File: src/rtl/forest_pkg.sv
// Shared types and node-word layout for the random-forest tree walkers.
// Node word, MSB..LSB: is_leaf | feat_idx | thresh | left | right | cls.
package forest_pkg;

    localparam int CLASS_W = 2;
    localparam logic [CLASS_W-1:0] CLASS_ERR = 2'd3;
    localparam int FIDX_W = 3;
    localparam int CLS_LSB = 0;
    localparam int RIGHT_LSB = CLASS_W;

    typedef enum logic [1:0] {
        IDLE  = 2'd0,
        FETCH = 2'd1,
        EVAL  = 2'd2,
        DONE  = 2'd3
    } walk_state_t;

    function automatic int node_w(input int feat_w, input int node_aw);
        return 1 + FIDX_W + feat_w + 2 * node_aw + CLASS_W;
    endfunction

    function automatic int left_lsb(input int node_aw);
        return RIGHT_LSB + node_aw;
    endfunction

    function automatic int thresh_lsb(input int node_aw);
        return RIGHT_LSB + 2 * node_aw;
    endfunction

    function automatic int fidx_lsb(input int feat_w, input int node_aw);
        return thresh_lsb(node_aw) + feat_w;
    endfunction

    function automatic int leaf_bit(input int feat_w, input int node_aw);
        return fidx_lsb(feat_w, node_aw) + FIDX_W;
    endfunction

endpackage

File: src/rtl/feat_select.sv
// Combinational N_FEAT:1 selector over the latched feature vector.
// Indices at or above N_FEAT return zero; the walker flags them as errors anyway.
module feat_select
    import forest_pkg::*;
#(
    parameter int N_FEAT = 8,
    parameter int FEAT_W = 16
) (
    input  logic [N_FEAT*FEAT_W-1:0] feats,
    input  logic [FIDX_W-1:0]        idx,
    output logic [FEAT_W-1:0]        feat
);

    always_comb begin
        feat = '0;
        for (int i = 0; i < N_FEAT; i++) begin
            if (int'(idx) == i) begin
                feat = feats[i*FEAT_W +: FEAT_W];
            end
        end
    end

endmodule

File: src/rtl/tree_walker.sv
// Walks one decision tree from root to leaf over a 1-cycle-latency node ROM
// and returns the leaf class (CLASS_ERR plus err on a bad feature index or depth overrun).
module tree_walker
    import forest_pkg::*;
#(
    parameter int N_FEAT    = 8,
    parameter int FEAT_W    = 16,
    parameter int NODE_AW   = 6,
    parameter int MAX_DEPTH = 8,
    localparam int NODE_W   = node_w(FEAT_W, NODE_AW)
) (
    input  logic                     clk,
    input  logic                     rst,
    input  logic                     in_valid,
    output logic                     in_ready,
    input  logic [N_FEAT*FEAT_W-1:0] feat_vec,
    output logic [NODE_AW-1:0]       node_addr,
    input  logic [NODE_W-1:0]        node_data,
    output logic                     out_valid,
    input  logic                     out_ready,
    output logic [CLASS_W-1:0]       class_out,
    output logic                     err,
    output logic [1:0]               dbg_state
);

    // Handshakes: a transfer happens on a rising edge where valid and ready are both 1.
    // out_valid, class_out and err stay constant from assertion until that transfer;
    // in_ready is high only in IDLE, and in_valid is ignored everywhere else.

    localparam int DEPTH_W    = $clog2(MAX_DEPTH) + 1;
    localparam int LEAF_BIT   = leaf_bit(FEAT_W, NODE_AW);
    localparam int FIDX_LSB   = fidx_lsb(FEAT_W, NODE_AW);
    localparam int THRESH_LSB = thresh_lsb(NODE_AW);
    localparam int LEFT_LSB   = left_lsb(NODE_AW);
    localparam logic [DEPTH_W-1:0] DEPTH_LIMIT = DEPTH_W'(MAX_DEPTH);
    localparam logic [DEPTH_W-1:0] DEPTH_SAT   = '1;

    walk_state_t               state;
    logic [N_FEAT*FEAT_W-1:0]  feat_q;
    logic [DEPTH_W-1:0]        depth;

    logic                      is_leaf;
    logic [FIDX_W-1:0]         feat_idx;
    logic [FEAT_W-1:0]         thresh;
    logic [NODE_AW-1:0]        left_addr;
    logic [NODE_AW-1:0]        right_addr;
    logic [CLASS_W-1:0]        leaf_cls;
    logic [FEAT_W-1:0]         feat_sel;
    logic                      bad_feat;
    logic                      depth_hit;
    logic                      go_left;

    assign is_leaf    = node_data[LEAF_BIT];
    assign feat_idx   = node_data[FIDX_LSB +: FIDX_W];
    assign thresh     = node_data[THRESH_LSB +: FEAT_W];
    assign left_addr  = node_data[LEFT_LSB +: NODE_AW];
    assign right_addr = node_data[RIGHT_LSB +: NODE_AW];
    assign leaf_cls   = node_data[CLS_LSB +: CLASS_W];

    feat_select #(
        .N_FEAT (N_FEAT),
        .FEAT_W (FEAT_W)
    ) u_feat_select (
        .feats (feat_q),
        .idx   (feat_idx),
        .feat  (feat_sel)
    );

    assign bad_feat  = int'(feat_idx) >= N_FEAT;
    assign depth_hit = depth == DEPTH_LIMIT;
    assign go_left   = feat_sel <= thresh;
    assign dbg_state = state;

    always_ff @(posedge clk or posedge rst) begin
        if (rst) begin
            state     <= IDLE;
            in_ready  <= 1'b1;
            out_valid <= 1'b0;
            class_out <= '0;
            err       <= 1'b0;
            node_addr <= '0;
            depth     <= '0;
            feat_q    <= '0;
        end else begin
            case (state)
                IDLE: begin
                    if (in_valid) begin
                        feat_q    <= feat_vec;
                        node_addr <= '0;
                        depth     <= '0;
                        in_ready  <= 1'b0;
                        state     <= FETCH;
                    end
                end
                FETCH: begin
                    state <= EVAL;
                end
                EVAL: begin
                    if (is_leaf) begin
                        class_out <= leaf_cls;
                        err       <= 1'b0;
                        out_valid <= 1'b1;
                        state     <= DONE;
                    end else if (bad_feat || depth_hit) begin
                        class_out <= CLASS_ERR;
                        err       <= 1'b1;
                        out_valid <= 1'b1;
                        state     <= DONE;
                    end else begin
                        // Child addresses wrap within NODE_AW; self-loops end at the depth limit.
                        node_addr <= go_left ? left_addr : right_addr;
                        depth     <= (depth == DEPTH_SAT) ? depth : depth + DEPTH_W'(1);
                        state     <= FETCH;
                    end
                end
                DONE: begin
                    if (out_ready) begin
                        out_valid <= 1'b0;
                        in_ready  <= 1'b1;
                        state     <= IDLE;
                    end
                end
                default: begin
                    state <= IDLE;
                end
            endcase
        end
    end

endmodule

File: config.mk
export PLATFORM = sky130hd
export DESIGN_NAME = tree_walker
export DESIGN_NICKNAME = d
export VERILOG_FILES = /design/src/rtl/forest_pkg.sv /design/src/rtl/feat_select.sv /design/src/rtl/tree_walker.sv
export SDC_FILE = /design/constraint.sdc
export NUM_CORES = 1
export LEC_CHECK = 0
export CAP_MARGIN = 20
export CORE_MARGIN = 4
export CORE_UTILIZATION = 45
export DETAILED_ROUTE_END_ITERATION = 10
export HOLD_SLACK_MARGIN = 0.03
export PLACE_DENSITY = 0.81
export SYNTH_ARGS = -nofsm -noshare
export SYNTH_HDL_FRONTEND = slang
export SYNTH_SLANG_ARGS = --single-unit
File: constraint.sdc
create_clock -name clk -period 4.64 [get_ports clk]
set_input_delay 0.928 -clock clk [delete_from_list [all_inputs] [get_ports clk]]
set_output_delay 0.928 -clock clk [all_outputs]
set_load 0.05 [all_outputs]
==> results of run 1 <==
-- layer usage --
metal  GRT usage  vias to the layer above  part of all wire
met5           0                        -                 0
met4      0.0984                        0             0.033
met3      0.0529                       53             0.062
met2       0.374                      226              0.50
met1       0.270                     2609              0.40
li1            -                     2422                 -
-- registers in the layout, indices dropped and copies added (netlist names) --
name       flops
dbg_state      2
depth          4
class_out      2
node_addr      6
err            1
feat_q       128
out_valid      1
in_ready       1
-- worst register-to-register path: stages, from the launching register on --
cell and delay (ns):
dfrtp_1 0.40, mux4_2 0.46, mux2_2 0.29, a21oi_1 0.13, o31ai_1 0.10, ha_1 0.33
nand4_1 0.18, o221ai_1 0.15, a221oi_1 0.39, nor3_2 0.17, a221o_1 0.39
-- metrics by stage --
step	total power, mW	worst slack, ns	std cells	cell area [µm²]
finish	5.77	0.724	962	9760
global route	6.10	0.640	962	9760
CTS	5.79	0.854	960	9740
detailed placement	4.51	0.400	928	9190
global placement	4.37	0.499	928	9190
floorplan	3.79	1.12	563	7190
-- layout by cell type (no fill, tap or decap), drive strengths merged, types with 2 or more instances in the layout --
cell type / netlist / routed
clkbuf: 7 / 22
clkinv: 0 / 6
inv: 23 / 22
and2b: 6 / 6
buf: 26 / 12
mux4: 15 / 15
clkinvlp: 0 / 4
nand4: 6 / 6
a22oi: 12 / 12
a21oi: 27 / 27
o21a: 5 / 5
a21o: 3 / 3
o221ai: 6 / 6
o22ai: 25 / 25
nand2b: 3 / 3
a221o: 6 / 6
clkdlybuf4s50: 0 / 176
mux2: 132 / 132
nand3: 2 / 2
nand2: 37 / 37
mux2i: 17 / 17
o21ai: 3 / 3
ha: 18 / 18
nor3: 4 / 4
o22a: 2 / 2
nor2: 22 / 22
dfrtp: 144 / 144
-- final timing paths --
kind	cells after the start	slack, ns	to	startpoint
min in group asynchronous	2	0.77	node_addr[5]	rst
worst min-delay path	1	0.50	err	err
worst max register to register	10	1.54	node_addr[0]	feat_q[47]
max in group asynchronous	3	3.09	feat_q[14]	rst
worst max-delay path	12	0.72	node_addr[0]	node_data[31]
worst min register to register	1	0.50	err	err
-- power by group through the flow --
| stage | sequential, mW | clock (mW) | combinational [mW] |
|---|---|---|---|
| after floorplan | 2.38 | 0 | 1.41 |
| final | 2.34 | 1.27 | 2.16 |
| after global routing | 2.42 | 1.34 | 2.34 |
| after global placement | 2.30 | 0 | 2.07 |
| after detailed placement | 2.36 | 0 | 2.15 |
| after CTS | 2.34 | 1.29 | 2.16 |
-- area by class of cell --
| type | count | area (µm²) | share of cell area |
|---|---|---|---|
| flip-flops and latches | 145 | 3630 | 0.372 |
| multi-input cells | 362 | 3320 | 0.340 |
| repair buffers | 188 | 1910 | 0.196 |
| clock buffers | 22 | 464 | 0.0475 |
| well taps | 211 | 264 | 0.0270 |
| inverters | 23 | 90.1 | 0.00923 |
| clock inverters | 10 | 86.3 | 0.00884 |
| diodes | 1 | 2.50 | 0.000256 |
-- cells by family (layout without fill, tap and decap cells) --
kind of cell / after synthesis / after routing / synth area share
buffers and inverters: 56 / 243 / 0.0338
muxes: 164 / 164 / 0.278
AOI/OAI and AO/OA: 93 / 93 / 0.0892
adders and majority gates: 18 / 18 / 0.0314
and+or+nand+nor: 87 / 87 / 0.0620
other: 0 / 1 / 0
DFF: 145 / 145 / 0.505
==> metrics.csv, run 1 <==
metric,value,unit
status,"finished, final reports clean",
worstSetupPathType,input pin to register,
io_pins,179,
cts_tree,done,
syn_nets,747,
cts_max_level,4,
synth_area_per_cell,12.8,µm²
gp_congestion,0.980,
fp-row-count,45,
grt_first_pass_wirelength,30.7,mm
first_pass_iters,5,
yosysMostFrequentCell,dfrtp_1,
skew,0.00806,ns
viasPerCell,5.52,
crit_family,compound AO/OA/AOI/OAI gates,
power_density,591,mW/mm²
tightest_slew,0.704,ns
hold-worst-slack,0.501,ns
start_kind,input pin,
cp_max_fo,21,
hpwl,14.7,mm
overflow,0,
nFillCells,1176,
dieHeight,134,µm
final_util,0.633,
initial_utilization,0.466,
synth.distinct_cells,45,
fmaxAchievable,255,MHz
intPower,3.88,mW
postSynth.asyncResetShare,1.00,
drt_iter0_drc,391,
rsz0062_at_grt,false,
cp_cell_sequence,clkdlybuf4s50_1 -> buf_4 -> mux4_2 -> mux2_2 -> a21oi_1 -> o31ai_1 -> ha_1 -> nand4_1 -> o221ai_1 -> a221oi_1 -> nor3_2 -> a221o_1,
cts_made_buffers,17,
via_count,5310,
cts-root-buf,clkbuf_16,
max-cap-violations,0,
layout-drive-gt1-share,0.279,
port_buffers,178,
synth_area,0.00718,mm²
synth_area_leaders,"dfrtp_1, mux2_2, mux4_2, ha_1, mux2i_1",
p_comb_frac,0.374,
fin_nets,921,
vdd_drop_max,0.000304,V
cts.sinks,145,
synth_top_area_frac,0.502,
antenna_found_initial,1,
ant_nets,0,
drc,0,
routed_wl,19.5,mm
cts_resized,0,
worst_path_max_delay_cell,clkdlybuf4s50_1,
synth_common_cells,"dfrtp_1, mux2_2, nand2_1, a21oi_1, o22ai_1",
cts_hold_buf,0,
slowest_delay,0.57,ns
ys_seq_elements,145,
hold_viol,0,
ys_seq_area_frac,0.505,
grt_pass1_vias,5761,
synthFlopType,dfrtp_1,
ys_warn_count,0,
setup_viol,0,
grt.total_usage,0.221,
p_sw,1.90,mW
path_clk_slew,0.06,ns
hold_path_class,register to register,
area_growth,35.9,%
synth_cells,563,
worstPathRequired,4.94,ns
clk_latency,0.42,ns
pwr-share-clk,0.220,
core-area,0.0154,mm²
yosys.area.top_type,dfrtp_1,
pwr-share-seq,0.406,
max_slew_margin,0.531,
die_w,134,µm
end_kind,register,
cts_setup_buffers,0,
finalSetupTns,0,ns
slew_viol_final,0,
wl_per_cell,20.3,µm
synth_edf_count,0,
switching_share,0.328,
min_period,3.92,ns
worst-path-buf-inv,2,
die-area,0.0180,mm²
cts_max_path_buffers,2,
cp.arrival,4.22,ns
grt_max_degree,129,
timing.final.crit_share,0.844,
power.leakage,4.09,nW
Note: power is estimated with default switching activity, not from simulation.
==> run 2, diff against run 1 <==
- clock period: 4.64 -> 3.28 ns (I/O delays scaled with it)
==> metrics.csv, run 2 (synthesis gave the netlist of run 1 again) <==
metric,value,unit,change
cts.sinks,145,,unchanged
violations,setup timing,,
antennaDiodeCount,0,,was 1
port_buffers,178,,unchanged
tightest_slew,0.513,ns,was 0.704 ns
pwr-share-seq,0.391,,was 0.406
hold_path_class,register to register,,unchanged
antenna_found_initial,0,,was 1
p_comb_frac,0.373,,was 0.374
initial_utilization,0.466,,unchanged
core-area,0.0154,mm²,unchanged
dieHeight,134,µm,unchanged
layout_common_cells,"clkdlybuf4s50_1, dfrtp_1, mux2_2",,unchanged
timing.final.crit_share,1.00,,
final_util,0.655,,was 0.633
slowest_delay,0.40,ns,was 0.57 ns
cts_made_buffers,17,,unchanged
fmaxAchievable,305,MHz,
place_ws,-0.652,ns,was 0.400 ns
intPower,5.79,mW,was 3.88 mW
power.leakage,4.26,nW,was 4.09 nW
pwr-share-clk,0.237,,was 0.220
switching_share,0.318,,was 0.328
cp.arrival,3.57,ns,was 4.22 ns
via_count,5451,,"was 5,310"
vdd_drop_max,0.000477,V,was 0.000304 V
worst_path_max_delay_cell,mux2i_1,,was clkdlybuf4s50_1
overflow,0,,unchanged
cp_cell_sequence,buf_6 -> buf_12 -> mux2i_1 -> o22ai_1 -> o22ai_1 -> nand2_1 -> ha_1 -> nand4_1 -> nor3_2 -> a221oi_2 -> buf_4 -> o21ba_4 -> a221o_1,,was clkdlybuf4s50_1 -> buf_4 -> mux4_2 -> mux2_2 -> a21oi_1 -> o31ai_1 -> ha_1 -> nand4_1 -> o221ai_1 -> a221oi_1 -> nor3_2 -> a221o_1
fin_area,0.0101,mm²,was 0.00976 mm²
cts_max_level,4,,unchanged
viasPerCell,5.53,,was 5.52
ant_nets,0,,unchanged
grt_first_pass_wirelength,31.4,mm,was 30.7 mm
worstPathRequired,3.57,ns,was 4.94 ns
start_kind,input pin,,unchanged
cts-root-buf,clkbuf_16,,unchanged
place_area,0.00941,mm²,was 0.00919 mm²
cts_hold_buf,0,,unchanged
cp_max_fo,19,,was 21
layout-drive-gt1-share,0.315,,was 0.279
worstSetupPathType,input pin to register,,unchanged
grt_pass1_vias,5991,,"was 5,761"
hpwl,14.9,mm,was 14.7 mm
hold_viol,0,,unchanged
cts_tree,done,,unchanged
die_w,134,µm,unchanged
drc,0,,unchanged
status,"finished, violations left",,"was finished, final reports clean"
crit_family,compound AO/OA/AOI/OAI gates,,unchanged
end_kind,register,,unchanged
worst-path-buf-inv,3,,was 2
max_slew_margin,0.657,,was 0.531
p_sw,2.70,mW,was 1.90 mW
setup_viol,1,,was 0
io_pins,179,,unchanged
power_density,841,mW/mm²,was 591 mW/mm²
cp_common_cell,o22ai_1,,
fin_nets,945,,was 921
largest-register,feat_q,,unchanged
slew_viol_final,0,,unchanged
drt_iter0_drc,302,,was 391
clk_latency,0.42,ns,about the same
skew,0.00673,ns,was 0.00806 ns
fp-row-count,45,,unchanged
setup_slack,-0.00140,ns,was 0.724 ns
routed_wl,20.0,mm,was 19.5 mm
largest_reg_flops,128,,unchanged
max-cap-violations,0,,unchanged
grt_max_degree,87,,was 129
gp_congestion,0.854,,was 0.980
first_pass_iters,8,,was 5
nFillCells,1119,,"was 1,176"
die-area,0.0180,mm²,unchanged
area_growth,40.7,%,was 35.9%
cts_max_path_buffers,2,,unchanged
reg.largest.list,"feat_q: 128 flops, node_addr: 6 flops, depth: 4 flops",,unchanged
finalSetupTns,-0.00140,ns,was 0 ns
wl_per_cell,20.3,µm,about the same
path_clk_slew,0.06,ns,about the same
final_common_cell,clkdlybuf4s50_1,,unchanged
min_period,3.28,ns,
grt.total_usage,0.227,,was 0.221
==> run 2: metal layers <==
metal	GRT usage	share of wire
met5	0	0
met3	0.0518	0.057
met1	0.270	0.39
met2	0.389	0.52
met4	0.109	0.039
==> run 2: final cells by class <==
type / count / area [µm²] / area share
Sequential cell: 145 / 3630 / 0.359
Multi-Input combinational cell: 362 / 3360 / 0.333
Timing Repair Buffer: 212 / 2130 / 0.211
Tap cell: 211 / 264 / 0.0261
Clock inverter: 9 / 128 / 0.0126
Inverter: 23 / 93.8 / 0.00929
Clock buffer: 23 / 498 / 0.0493
==> run 2: worst paths after layout <==
kind	from	endpoint	slack, ns	cells past startpoint
worst min register to register	out_valid	out_valid	0.49	1
worst min-delay path	out_valid	out_valid	0.49	1
max in group asynchronous	rst	feat_q[77]	1.98	3
worst max-delay path	node_data[30]	node_addr[0]	-0.001	13
min in group asynchronous	rst	dbg_state[1]	0.60	2
worst max register to register	feat_q[47]	node_addr[0]	0.08	11
==> run 2: metrics by stage <==
step                      hold slack (ns)  power, mW  instances
after floorplan                     0.471       5.36        563
after global placement              0.472       6.26        951
after detailed placement            0.479       6.44        951
after CTS                           0.492       8.52        985
after global routing                0.503       8.95        985
final                               0.489       8.49        985
==> run 2: power by group through the flow <==
stage | logic (mW) | clock network, mW | registers, mW
2_1_floorplan | 2.00 | 0 | 3.36
3_3_place_gp | 2.99 | 0 | 3.27
3_5_place_dp | 3.11 | 0 | 3.33
4_1_cts | 3.16 | 2.05 | 3.32
5_1_grt | 3.42 | 2.11 | 3.42
6_report | 3.16 | 2.01 | 3.32
==> run 2: what timing repair did <==
action,CTS,global route
pin swaps,0,5
setup endpoints to repair,6,6
setup buffers,2,0
resized for setup,4,12
==> run 3, diff against run 2 <==
==> constraint.sdc (replaced) <==
create_clock -name clk -period 3.28 [get_ports clk]
set_input_delay 0.492 -clock clk [delete_from_list [all_inputs] [get_ports clk]]
set_output_delay 0.492 -clock clk [all_outputs]
set_load 0.05 [all_outputs]
==> metrics.csv, run 3 (synthesis gave the netlist of run 1 again) <==
metric,value,unit,change
final_common_cell,clkdlybuf4s50_1,,unchanged
setup_slack,0.138,ns,was -0.00140 ns
cts_max_path_buffers,2,,unchanged
hold_path_class,input pin to async pin,,was register to register
cp.arrival,3.44,ns,was 3.57 ns
worstSetupPathType,input pin to register,,unchanged
wl_per_cell,20.3,µm,about the same
timing.final.crit_share,0.958,,was 1.00
port_buffers,178,,unchanged
r2r-start,feat_q[63],,was feat_q[47]
status,"finished, final reports clean",,"was finished, violations left"
fin_nets,941,,was 945
max_slew_margin,0.499,,was 0.657
fp-row-count,45,,unchanged
cp_max_fo,8,,was 19
clk_latency,0.43,ns,was 0.42 ns
layout-drive-gt1-share,0.305,,was 0.315
overflow,0,,unchanged
cts.sinks,145,,unchanged
power.leakage,4.25,nW,was 4.26 nW
drc,0,,unchanged
max-cap-violations,0,,unchanged
io_pins,179,,unchanged
cts-root-buf,clkbuf_16,,unchanged
antenna_found_initial,1,,was 0
grt.total_usage,0.226,,was 0.227
ant_nets,0,,unchanged
vdd_drop_max,0.000473,V,was 0.000477 V
core-area,0.0154,mm²,unchanged
power_density,860,mW/mm²,was 841 mW/mm²
initial_utilization,0.466,,unchanged
routed_wl,19.9,mm,was 20.0 mm
nFillCells,1111,,"was 1,119"
cts_hold_buf,0,,unchanged
start_kind,input pin,,unchanged
reg.largest.list,"feat_q: 128 flops, node_addr: 6 flops, depth: 4 flops",,unchanged
cts_max_level,4,,unchanged
p_total,8.68,mW,was 8.49 mW
setup_viol,0,,was 1
crit_start,node_data[31],,was node_data[30]
cts_made_buffers,17,,unchanged
multi_input_area,0.00335,mm²,was 0.00336 mm²
via_count,5441,,"was 5,451"
end_kind,register,,unchanged
area_growth,40.6,%,was 40.7%
largest-register,feat_q,,unchanged
seq_area,0.00363,mm²,unchanged
worstPathRequired,3.58,ns,was 3.57 ns
die_w,134,µm,unchanged
viasPerCell,5.54,,was 5.53
first_pass_iters,7,,was 8
layout_common_cells,"clkdlybuf4s50_1, dfrtp_1, mux2_2",,unchanged
grt_first_pass_wirelength,31.4,mm,about the same
slew_viol_final,0,,unchanged
gp_congestion,0.891,,was 0.854
skew,0.0111,ns,was 0.00673 ns
die-area,0.0180,mm²,unchanged
place_ws,-0.526,ns,was -0.652 ns
largest_reg_flops,128,,unchanged
drt_iter0_drc,330,,was 302
grt_max_degree,129,,was 87
min_period,3.14,ns,was 3.28 ns
path_clk_slew,0.06,ns,about the same
hold_viol,0,,unchanged
fmaxAchievable,318,MHz,was 305 MHz
cts_tree,done,,unchanged
tightest_slew,0.752,ns,was 0.513 ns
dieHeight,134,µm,unchanged
grt_pass1_vias,5862,,"was 5,991"
hpwl,14.7,mm,was 14.9 mm
## run 3: cell count changes in the layout (fill, tap and decap cells not counted), moves of 3 or more
cell	delta
clkinv_4	+5
clkinv_2	-3
buf_4	-3
bufinv_16	+3
clkbuf_8	-4
## run 3: path summary, 6_finish.rpt
path / to / slack, ns / cells past startpoint
min: feat_q[48] / 0.48 / 2
max reg2reg: node_addr[5] / 0.15 / 11
min in group clk: feat_q[95] / 0.50 / 1
max in group asynchronous: feat_q[104] / 2.09 / 3
min reg2reg: feat_q[95] / 0.50 / 1
max: node_addr[5] / 0.14 / 14
## run 3: what timing repair did
action / in CTS / in global routing
gates resized for setup: 4 / 3
pin swaps: 0 / 3
setup buffers: 2 / 0
setup endpoints to repair: 6 / 6
## run 3: final cells by class
cell class	count	area share
diodes	1	0.000248
clock buffers	20	0.0442
clock inverters	12	0.0229
inverters	23	0.00929
multi-input cells	362	0.331
flip-flops and latches	145	0.359
well taps	211	0.0261
repair buffers	208	0.206
## run 3: routing by layer
metal,wire length [µm],track usage,share of wire
met4,718,0.109,0.036
met2,9970,0.379,0.50
met5,0,0,0
met1,8190,0.280,0.41
met3,1020,0.0476,0.051
## run 3: worst max-delay path, cell delays in order
cell and delay, ns:
dlygate4sd2_1 0.36, clkinvlp_4 0.22, buf_12 0.17, a22oi_1 0.20
nor2_1 0.06, o22ai_1 0.23, nand2_1 0.10, ha_1 0.31
nand4_1 0.23, nor2_1 0.22, a221oi_2 0.11, buf_4 0.16
o21ba_2 0.25, a221o_1 0.30
## run 3: power by group
| part | total [mW] | leakage, nW | switching (mW) | internal [mW] |
|---|---|---|---|---|
| clock network | 2.23 | 0.325 | 0.775 | 1.45 |
| registers | 3.31 | 1.73 | 0.609 | 2.70 |
| logic | 3.14 | 2.20 | 1.37 | 1.77 |
| total | 8.68 | 4.25 | 2.75 | 5.93 |
## run 3: metrics by stage
step	instance area (µm²)	util	setup TNS (ns)	instances	hold slack [ns]
6_report	10100	0.655	0	982	0.478
5_1_grt	10100	0.655	-0.00153	982	0.511
4_1_cts	10100	0.653	0	981	0.478
3_5_place_dp	9360	0.607	-3.12	947	0.493
3_3_place_gp	9360	0.607	-2.47	947	0.471
2_1_floorplan	7190	-	0	563	0.471
